<file path="src/rtl/syscall_decoder.sv">
// Executes MIPS syscall side effects: prints latch a0 onto the hex display, exits raise a sticky halt.
// One-cycle latency, no handshake; SYSCALL_EXT_EN adds the PRINT_CHAR, EXIT2 and PRINT_HEX services.
module syscall_decoder (
    input  logic        clk,
    input  logic        rst,
    input  logic [31:0] v0,
    input  logic [31:0] a0,
    input  logic        enable,
    output logic        halt,
    output logic [31:0] hex
);

    localparam logic [31:0] PRINT_INT  = 32'd1;
    localparam logic [31:0] EXIT       = 32'd10;
`ifdef SYSCALL_EXT_EN
    localparam logic [31:0] PRINT_CHAR = 32'd11;
    localparam logic [31:0] EXIT2      = 32'd17;
    localparam logic [31:0] PRINT_HEX  = 32'd34;
`endif

    logic        halt_q, halt_d;
    logic [31:0] hex_q, hex_d;

    // Full 32-bit compare: codes with any stray upper bits fall to the default arm.
    always_comb begin
        halt_d = halt_q;
        hex_d  = hex_q;
        if (enable && !halt_q) begin
            case (v0)
                PRINT_INT:  hex_d = a0;
                EXIT:       halt_d = 1'b1;
`ifdef SYSCALL_EXT_EN
                PRINT_CHAR: hex_d = {24'h0, a0[7:0]};
                EXIT2: begin
                    halt_d = 1'b1;
                    hex_d  = a0;
                end
                PRINT_HEX:  hex_d = a0;
`endif
                default: ;
            endcase
        end
    end

    always_ff @(posedge clk or posedge rst) begin
        if (rst) begin
            halt_q <= 1'b0;
            hex_q  <= 32'h0000_0000;
        end else begin
            halt_q <= halt_d;
            hex_q  <= hex_d;
        end
    end

    assign halt = halt_q;
    assign hex  = hex_q;

endmodule

</file>
<file path="config.mk">
export PLATFORM = sky130hd
export DESIGN_NAME = syscall_decoder
export DESIGN_NICKNAME = d
export VERILOG_FILES = /design/src/rtl/syscall_decoder.sv
export SDC_FILE = /design/constraint.sdc
export NUM_CORES = 1
export LEC_CHECK = 0
export CORE_UTILIZATION = 31
export CTS_CLUSTER_SIZE = 14
export DETAILED_ROUTE_END_ITERATION = 12
export GPL_TIMING_DRIVEN = 0
export HOLD_SLACK_MARGIN = 0.12
export PLACE_DENSITY = 0.85
export SETUP_SLACK_MARGIN = 0.1
export SYNTH_ARGS = -nofsm -noshare
export SYNTH_HDL_FRONTEND = slang
export SYNTH_SLANG_ARGS = --single-unit
export TNS_END_PERCENT = 5
</file>
<file path="constraint.sdc">
create_clock -name clk -period 1.75 [get_ports clk]
set_input_delay 0.175 -clock clk [delete_from_list [all_inputs] [get_ports clk]]
set_output_delay 0.175 -clock clk [all_outputs]
set_load 0.02 [all_outputs]
</file>
==> qor.yml, run 1 <==
synth_area_per_cell_um2: 17.02
whs_ns: 0.3097
critPathMaxFanout: 10
r2r-end: "hex[31]$_DFFE_PP0P_"
drc: 0
fillers: 362
fin_crit_sh: 1.008
ir_drop_mv: 0.2542
antenna_found_initial: 0
grt_pass1_vias: 1185
routabilityCongestion: 0.6549
min_path_type: "in -> async"
hold_violations: 0
worstSetupPathType: "reg -> reg"
crit_arrival_ns: 1.93
p_leak_uw: 0.001175
dr.pass1.iters: 4
p_sw_uw: 326.7
clock.fmax_ghz: 0.5669
vias: 1151
syn_area_um2: 1446
worst_pin_slew_ns: 0.6787
status: "finished, violations left"
yosysSeqAreaShare: 0.5709
wl_per_cell_um: 14.32
coreArea_um2: 4414
violations: "setup timing"
r2r_start: "halt$_DFFE_PP0P_"
avgViaCountPerCell: 4.604
fp-row-count: 24
wl_mm: 3.581
synth-seq-cells: 33
ctsHoldBuffers: 0
die_w_um: 70.31
start_util: 0.3277
switching_share: 0.2184
nets: 264
critPathLaunch: "halt$_DFFE_PP0P_"
dpl.hpwl_mm: 2.609
slew_violations: 0
relSlewSlack: 0.5469
synthTopCellsByArea: "dfrtp_1 57%, mux2_4 31%, nor4_1 2.6%, buf_6 2.3%, mux2_2 1.6%"
yosys.cell_types.count: 13
diodes: 0
pwr_density_cell_nw_per_um2: 556.4
layout-drive-gt1-share: 0.2879
clock_skew_ns: 0.002893
rsz0062_at_grt: "true"
cts_buffer_depth: 2
die_y_um: 70.31
clock_latency_ns: 0.28
synth_top_cell_area_share: 0.5709
cts_root_buf: "clkbuf_8"
endpoint: "hex[31]$_DFFE_PP0P_"
yosys_warnings: 0
crit_path_end_kind: "register"
cts.sink_count: 33
cp.required_ns: 1.92
synth_area_leader_cell: "dfrtp_1"
finalSetupTns_ns: -0.1128
tritoncts: "done"
synthCells: 85
die_area_um2: 4943
grt_pass1_wl_mm: 5.671
rrSetupSlack_ns: -0.01
power_frac_seq: 0.510
finalCriticalPeriod_ns: 1.764
synthToLayoutAreaGrowth_pct: 85.90
track_usage: 0.1504
utilization: 0.6091
rr_worst_depth: 6
grt_max_degree: 34
path_clk_slew_ns: 0.07
cts_buffers: 5
overflow: 0
fin_ws_ns: -0.01401
ant_nets: 0
drt_iter0_drc: 32
portBuffers: 99
synth_fp_nets: 152
drv_cap: 0
htree_levels: 2
cp-start-kind: "register"
pwr-share-comb: 0.117
io_pins: 100
setup_violations: 18
power.internal_uw: 1169
clkPwrFrac: 0.374
[worst max-delay path: stages, from the launching register on]
cell,delay [ns]
dfrtp_2,0.42
nor4b_2,0.25
nand4_1,0.20
nor3_4,0.16
buf_6,0.16
buf_12,0.15
mux2_4,0.30
[cell type report]
| cell class | count | area [µm²] | share of cell area |
|---|---|---|---|
| inverter | 2 | 7.507 | 0.002792 |
| sequential | 33 | 827.0 | 0.3076 |
| timing repair buffer | 105 | 1046 | 0.3890 |
| buffer | 3 | 51.30 | 0.01908 |
| tap | 52 | 65.06 | 0.02420 |
| clock buffer | 5 | 68.82 | 0.02559 |
| multi-input combinational | 47 | 605.6 | 0.2252 |
| clock inverter | 3 | 17.52 | 0.006515 |
[logic make-up after synthesis]
| group | synth area share |
|---|---|
| compound gates | 0.006056 |
| flops | 0.5709 |
| mux | 0.3270 |
| simple gates | 0.06747 |
| buf+inv | 0.02855 |
[cell usage in the layout, fill, tap and decap left out, drive strengths merged]
cell type,synthesis,routed
o41ai,1,1
dlymetal6s2s,0,1
dfrtp,33,33
clkbuf,0,5
nor2,1,1
inv,2,2
mux2,32,32
clkinv,0,2
clkinvlp,0,1
nand2,2,2
nor4,6,6
clkdlybuf4s50,0,98
nand4,2,2
buf,3,9
nor3,2,2
nor4b,1,1
[per-stage QoR]
stage               worst slack (ns)  cells  power, µW  area [µm²]
floorplan                  -0.006419     85      795.3        1448
global placement             -0.4169    236      945.8        2504
detailed placement           -0.4820    236      949.8        2504
CTS                         -0.04030    249       1515        2659
global route                 -0.1009    250       1572        2689
finish                      -0.01401    250       1496        2689
[sequential cells by signal, summed over array words and instances, names as in the netlist]
register,cells
hex,32
halt,1
[metal layers]
layer,vias to the layer above,routed length (µm),track usage
met3,6,243,0.04473
met2,60,1904,0.2635
li1,533,-,-
met5,-,0,0
met4,0,49,0.05333
met1,552,1384,0.1720
[power by group through the flow]
stage | clock [µW] | combinational, µW | sequential [µW]
2_1_floorplan | 0 | 18.3 | 777
3_5_place_dp | 0 | 173 | 777
5_1_grt | 622 | 188 | 762
6_report | 560 | 174 | 762
3_3_place_gp | 0 | 169 | 777
4_1_cts | 578 | 175 | 762
[repair_timing]
| item | in CTS | in global routing |
|---|---|---|
| setup buffers | 4 | 1 |
| resized for setup | 8 | 4 |
| pin swaps | 3 | 3 |
| gates cloned | 1 | 0 |
| setup endpoints to repair | 32 | 33 |
[Yosys cell counts]
cell type	number
mux2_4	30
o41ai_1	1
nor4_1	6
nor3_4	1
nand2_1	2
nor3_1	1
nor4b_2	1
inv_1	2
buf_6	3
mux2_2	2
dfrtp_1	33
nand4_1	2
nor2_1	1
[how the worst min path moves through the flow]
stage                   startpoint                  end  slack [ns]  cells after the start
4_1_cts                      v0[3]     halt$_DFFE_PP0P_        0.47                      3
3_3_place_gp      halt$_DFFE_PP0P_     halt$_DFFE_PP0P_        0.48                      2
5_1_grt                        rst  hex[27]$_DFFE_PP0P_        0.39                      2
3_5_place_dp   hex[12]$_DFFE_PP0P_  hex[12]$_DFFE_PP0P_        0.49                      1
6_report                       rst  hex[26]$_DFFE_PP0P_        0.31                      2
2_1_floorplan                v0[0]     halt$_DFFE_PP0P_        0.27                      1
No activity file was read; power rests on OpenSTA's default activity.
==> inputs of run 2 (changes only) <==
- CTS_CLUSTER_SIZE: 14 -> 40
==> results of run 2 <==
Same layout as run 1: the final DEF is identical, and so are final timing and power.
